[config.mk]
export PLATFORM = sky130hd
export DESIGN_NAME = player_mover
export DESIGN_NICKNAME = d
export VERILOG_FILES = /design/src/rtl/tron_pkg.sv /design/src/rtl/tick_divider.sv /design/src/rtl/player_mover.sv
export SDC_FILE = /design/constraint.sdc
export NUM_CORES = 1
export LEC_CHECK = 0
export CAP_MARGIN = 20
export CORE_ASPECT_RATIO = 0.5
export CORE_MARGIN = 3
export CORE_UTILIZATION = 50
export DETAILED_ROUTE_END_ITERATION = 8
export PLACE_DENSITY = 0.71
export SLEW_MARGIN = 5
export SYNTH_ARGS = -nofsm -noshare
export SYNTH_HDL_FRONTEND = slang
export SYNTH_SLANG_ARGS = --single-unit
export TNS_END_PERCENT = 20
[constraint.sdc]
create_clock -name CLOCK_50 -period 2.7 [get_ports CLOCK_50]
set_input_delay 0.54 -clock CLOCK_50 [delete_from_list [all_inputs] [get_ports CLOCK_50]]
set_output_delay 0.54 -clock CLOCK_50 [all_outputs]
set_load 0.005 [all_outputs]
[src/rtl/tron_pkg.sv]
// Shared definitions for the Tron player logic: direction codes, mover FSM states
// and default arena size.
package tron_pkg;

  localparam logic [1:0] DIR_UP    = 2'b00;
  localparam logic [1:0] DIR_RIGHT = 2'b01;
  localparam logic [1:0] DIR_DOWN  = 2'b10;
  localparam logic [1:0] DIR_LEFT  = 2'b11;

  typedef enum logic [1:0] {
    ST_IDLE  = 2'd0,
    ST_RUN   = 2'd1,
    ST_PEND  = 2'd2,
    ST_CRASH = 2'd3
  } state_t;

  localparam int DEF_GRID_W = 160;
  localparam int DEF_GRID_H = 120;

endpackage

[src/rtl/tick_divider.sv]
// Movement-tick generator: counts while run is high, freezes while hold is high,
// clears whenever run is low. Shared with the other player and the game timer.
module tick_divider #(
  parameter int TICK_DIV = 2500000
) (
  input  logic clk,
  input  logic resetn,
  input  logic run,
  input  logic hold,
  output logic tick
);

  localparam int CNT_W = (TICK_DIV > 1) ? $clog2(TICK_DIV) : 1;
  localparam logic [CNT_W-1:0] LAST = CNT_W'(TICK_DIV - 1);

  logic [CNT_W-1:0] count;

  always_ff @(posedge clk or negedge resetn) begin
    if (!resetn) begin
      count <= '0;
    end else if (!run) begin
      count <= '0;
    end else if (!hold) begin
      count <= (count == LAST) ? '0 : count + CNT_W'(1);
    end
  end

  // A frozen counter parked on LAST must not keep re-firing.
  assign tick = run & ~hold & (count == LAST);

endmodule

[src/rtl/player_mover.sv]
// Advances one player's grid position per movement tick and hands each step to the
// draw path. Define TRON_WRAP_AROUND_EN to wrap at the arena edges instead of crashing.
//
// Handshake: a step is taken only in a cycle where a tick is due (or pending) and
// draw_ready is high; move_valid pulses for one cycle with x/y already holding the
// new cell. A due step seen with draw_ready low parks in PEND until draw_ready rises.
module player_mover
  import tron_pkg::*;
#(
  parameter int GRID_W   = DEF_GRID_W,
  parameter int GRID_H   = DEF_GRID_H,
  parameter int X_W      = 8,
  parameter int Y_W      = 7,
  parameter int TICK_DIV = 2500000,
  parameter int START_X  = 80,
  parameter int START_Y  = 60
) (
  input  logic           CLOCK_50,
  input  logic           resetn,
  input  logic           enable,
  input  logic [1:0]     direction,
  input  logic           draw_ready,
  output logic [X_W-1:0] x,
  output logic [Y_W-1:0] y,
  output logic           move_valid,
  output logic           crashed,
  output logic [1:0]     state_dbg
);

`ifdef TRON_WRAP_AROUND_EN
  localparam bit WRAP = 1'b1;
`else
  localparam bit WRAP = 1'b0;
`endif

  localparam logic [X_W-1:0] X_MAX = X_W'(GRID_W - 1);
  localparam logic [Y_W-1:0] Y_MAX = Y_W'(GRID_H - 1);

  state_t         state, state_nxt;
  logic           tick, step, at_edge, hit, crashed_q;
  logic [X_W-1:0] x_nxt;
  logic [Y_W-1:0] y_nxt;

  tick_divider #(.TICK_DIV(TICK_DIV)) u_tick (
    .clk    (CLOCK_50),
    .resetn (resetn),
    .run    ((state == ST_RUN) || (state == ST_PEND)),
    .hold   (state == ST_PEND),
    .tick   (tick)
  );

  // Candidate next cell; the wrapped value is only ever committed in the wrap build.
  always_comb begin
    x_nxt   = x;
    y_nxt   = y;
    at_edge = 1'b0;
    case (direction)
      DIR_UP: begin
        at_edge = (y == '0);
        y_nxt   = at_edge ? Y_MAX : y - Y_W'(1);
      end
      DIR_RIGHT: begin
        at_edge = (x == X_MAX);
        x_nxt   = at_edge ? '0 : x + X_W'(1);
      end
      DIR_DOWN: begin
        at_edge = (y == Y_MAX);
        y_nxt   = at_edge ? '0 : y + Y_W'(1);
      end
      default: begin
        at_edge = (x == '0);
        x_nxt   = at_edge ? X_MAX : x - X_W'(1);
      end
    endcase
  end

  assign hit = at_edge & ~WRAP;

  always_ff @(posedge CLOCK_50 or negedge resetn) begin
    if (!resetn) state <= ST_IDLE;
    else         state <= state_nxt;
  end

  // Loss of enable outranks both a due tick and a pending step.
  always_comb begin
    state_nxt = state;
    step      = 1'b0;
    case (state)
      ST_IDLE: if (enable) state_nxt = ST_RUN;
      ST_RUN: begin
        if (!enable) begin
          state_nxt = ST_IDLE;
        end else if (tick) begin
          if (draw_ready) step = 1'b1;
          else            state_nxt = ST_PEND;
        end
      end
      ST_PEND: begin
        if (!enable) begin
          state_nxt = ST_IDLE;
        end else if (draw_ready) begin
          step      = 1'b1;
          state_nxt = ST_RUN;
        end
      end
      default: state_nxt = ST_CRASH;
    endcase
    if (step && hit) state_nxt = ST_CRASH;
  end

  always_ff @(posedge CLOCK_50 or negedge resetn) begin
    if (!resetn) begin
      x          <= X_W'(START_X);
      y          <= Y_W'(START_Y);
      move_valid <= 1'b0;
      crashed_q  <= 1'b0;
    end else begin
      move_valid <= 1'b0;
      if (step) begin
        if (hit) begin
          crashed_q <= 1'b1;
        end else begin
          x          <= x_nxt;
          y          <= y_nxt;
          move_valid <= 1'b1;
        end
      end
    end
  end

  assign crashed   = crashed_q & ~WRAP;
  assign state_dbg = state;

endmodule

==> results.md <==
- The run finished with clean final reports.
- The static leakage power is 1.323 nW.
- The synthesized area per cell is 8.958 um^2.
- After detailed routing, no signal wire sits above met4.
- The via count of the first global-routing pass came to 2320.
- The number of warnings reported in the yosys synthesis log is 0.
- During placement, the flow inserted port buffers numbering 24.
- The final period demand of the worst path is 2.281 ns.
- Leaving out fill and tap cells, the most frequent cell in the layout is sky130_fd_sc_hd__dfrtp_1.
- The slowest cell on the critical path is sky130_fd_sc_hd__nor4_1.
- The routed wire length is 6.292 mm.
- For this run the aggregate overflow at the end of global routing stands at 0.
- After legalization and detailed placement, the total HPWL measured 4.403 mm.
- For this run, the register share of the synthesized area comes to 0.3686.
- In the global route stage, overall resource usage came out at 0.2034.
- After filler insertion, the fill cell instance count of the layout stands at 460.
- The share of synthesized flip-flops with an asynchronous set or reset is 1.000.
- The top flip-flop cell by instance count after synthesis is sky130_fd_sc_hd__dfrtp_1.
- The number of max-cap violations is 0.
- The number of antenna violations at the first check in global routing was 0.
- Setup repair after global routing left no endpoint under its margin.
- The level count of the clock H-tree is 2.
- The detail route stage leaves a number of antenna-violating nets equal to 0.
- The detailed-route DRC error count is 0.
- CTS saw 41 sinks.
- The final cycle utilization of the critical path is 0.8450.
- The area added between synthesis and finish is 15.13%.
- The number of search-and-repair iterations in the first detailed-routing pass is 5.
- After synthesis the netlist holds a flip-flop and latch count of 41.
- Once layout is complete, the utilization of the core stands at 0.6259.
- The number of buffer and inverter stages on the critical path is 1.
- The effective utilization at floorplan is 0.5437.
- TritonCTS built the clock tree.
- Walking the worst path, the cells encountered are ha_1, nand4_1, nor4_1, a21oi_2, nor2_2, buf_4, nor2_1.
- Setup slack on the worst reg-to-reg path comes out at 0.42 ns.
- The largest voltage drop on the vdd net is 675.3 uV.
- The total via count in the routed design is 2403.
- Dividing the detail-routed wire length by the instance count gives 15.42 um.
- The cell area after layout is 3228 um^2.
- 0 antenna diodes ended up in the layout.
- At the pin with the least slew margin, the transition time is 0.9346 ns.
- The multi-input combinational cells in the finished layout cover a total of 1665 um^2.
- The worst setup path is of the reg -> reg kind.
- Gates resized during post-CTS repair numbered 0.
- The area of the mapped netlist is 2804 um^2.
- After the first detailed-routing iteration, the DRC count stood at 137.
- The critical path data required time is 2.90 ns.
- The tightest min-delay check is of the in -> async type.
- The via density per instance is 5.890.
- The placed instance area is 3108 um^2.
- The top-level port count is 25.
- The count of final hold-check violations is 0.
- Measured along the x axis, the die boundary spans 111.9 um.
- For this run, the top clock speed supported by timing is 0.4383 GHz.
- Power spread over the standard cell area amounts to 943.7 nW/um^2.
- The sequential cell area in the final layout is 1033 um^2.
- The clock transition time at the flip-flop clock pins of the worst setup and hold paths is 0.09 ns.
- The number of cell rows is 18.
- The die covers 6597 um^2.
- In this design, the stage delay of the slowest critical-path cell is 0.51 ns.
- In this run, synthesis inferred 0 flip-flops with an integrated enable.
- The post-route setup TNS is 0 ns.
- The tree is rooted in a sky130_fd_sc_hd__clkbuf_8.
- The post-CTS setup buffer count is 0.
- The detailed router put a total of 3.189 mm of wire on met1.
- The pin count of the biggest net entering global routing is 42.
- TritonCTS created 5 clock buffers.
- The met3 wire length is 314 um.
- The final number of max-transition violations is 0.
- The floorplan die height is 58.95 um.
- When the netlist entered floorplanning its net count stood at 331.
- The clock insertion delay at the later pin of the skew report is 0.31 ns.
- The total power after layout is 3.046 mW.
- The global-route wire length before repair is 10.83 mm.
- The detailed route wirelength on metal2 is 2.730 mm.
- The kind of launch point of the worst setup path is a flip-flop.
- The core region is 5157 um^2.
- Of the cells placed in the final design, the portion with a size suffix greater than 1 is 0.1302.
- The clock arrives with 0.008786 ns of skew.
- Setup violations remaining at the end of the flow were counted as 0.
- In this run the deepest clock path goes through 2 buffers.
- After synthesis, the netlist uses 62 different library cells.
- The count of mapped cells out of synthesis is 313.
- Headroom to the max-slew limit came out at 0.3769.
- The quantity of hold-fixing buffers added after cts is 0.
- The element type at the critical path end is a flip-flop.
- The library cells used most frequently in the layout, excluding fill and tap cells, are 35 x sky130_fd_sc_hd__dfrtp_1, 28 x sky130_fd_sc_hd__nor2_1, 24 x sky130_fd_sc_hd__nand2_1.
- The arrival time at the worst endpoint is 2.49 ns.
- Along the worst path, the maximum fanout reaches 9.
- The number of nets in the layout is 355.
- The critical path's top delay family is simple AND/OR/NAND/NOR gates.
- The weighted congestion at the end of routability-driven global placement is 0.8864.
## kinds of logic (layout without fill, tap and decap cells)
family	Yosys count	in the layout	share of synthesized area
mux	3	3	0.01160
buf+inv	25	50	0.03748
simple gates	144	144	0.2999
flops	41	41	0.3686
xor+xnor	22	22	0.06872
fa+ha+maj	12	12	0.05355
compound gates	66	66	0.1602
## synth_stat cells (5+ instances only)
library cell,number,area [um^2]
sky130_fd_sc_hd__xnor2_1,18,157.7
sky130_fd_sc_hd__dfstp_2,6,157.7
sky130_fd_sc_hd__dfrtp_1,35,875.8
sky130_fd_sc_hd__nor4_1,12,75.07
sky130_fd_sc_hd__clkbuf_1,7,26.28
sky130_fd_sc_hd__a31oi_1,6,37.54
sky130_fd_sc_hd__ha_1,12,150.1
sky130_fd_sc_hd__nand3_1,19,95.09
sky130_fd_sc_hd__nor2b_1,5,31.28
sky130_fd_sc_hd__nor2_1,28,105.1
sky130_fd_sc_hd__and3_1,7,43.79
sky130_fd_sc_hd__inv_1,13,48.80
sky130_fd_sc_hd__o21ai_0,21,105.1
sky130_fd_sc_hd__nand2_1,24,90.09
sky130_fd_sc_hd__nand4_1,5,31.28
sky130_fd_sc_hd__nor3_1,6,30.03
sky130_fd_sc_hd__o31ai_1,7,52.55
sky130_fd_sc_hd__a21oi_1,9,45.04
## worst paths after layout
kind | startpoint | to | depth (start not counted)
worst max-delay path | u_tick.count[0] | u_tick.count[17] | 7
max in group asynchronous | resetn | u_tick.count[7] | 1
worst min register to register | crashed | crashed | 1
worst min-delay path | resetn | u_tick.count[4] | 1
min in group CLOCK_50 | crashed | crashed | 1
worst max register to register | u_tick.count[0] | u_tick.count[17] | 7
## power breakdown
| group | switching, mW | total, mW | leakage (nW) | internal [mW] |
|---|---|---|---|---|
| combinational | 0.753 | 1.45 | 0.734 | 0.702 |
| sequential | 0.269 | 1.05 | 0.532 | 0.780 |
| clock | 0.242 | 0.543 | 0.0574 | 0.301 |
| total | 1.26 | 3.05 | 1.32 | 1.78 |
## cell type report
type | count | area share
repair buffers | 29 | 0.08450
inverters | 13 | 0.01512
well taps | 70 | 0.02713
flip-flops and latches | 41 | 0.3202
multi-input cells | 247 | 0.5159
clock buffers | 6 | 0.02558
clock inverters | 2 | 0.01163
## flip-flops by register name (all words and copies together) (netlist names)
name	count
u_tick.count	22
x	8
y	7
state_dbg	2
crashed	1
move_valid	1
## through the flow
stage                     hold WS, ns  std cells  setup slack, ns
after floorplan                0.2444        313           0.7130
after CTS                      0.3992        408           0.4115
after global routing           0.4516        408           0.2430
after detailed placement       0.4552        400           0.3351
final                          0.3661        408           0.4186
after global placement         0.4684        400           0.3711
## metal layers
layer / vias to the layer above / GRT usage
li1: 1185 / -
met1: 1133 / 0.2865
met2: 77 / 0.3305
met3: 8 / 0.03388
met4: 0 / 0.05546
met5: - / 0
(Power assumes the default switching activity.)
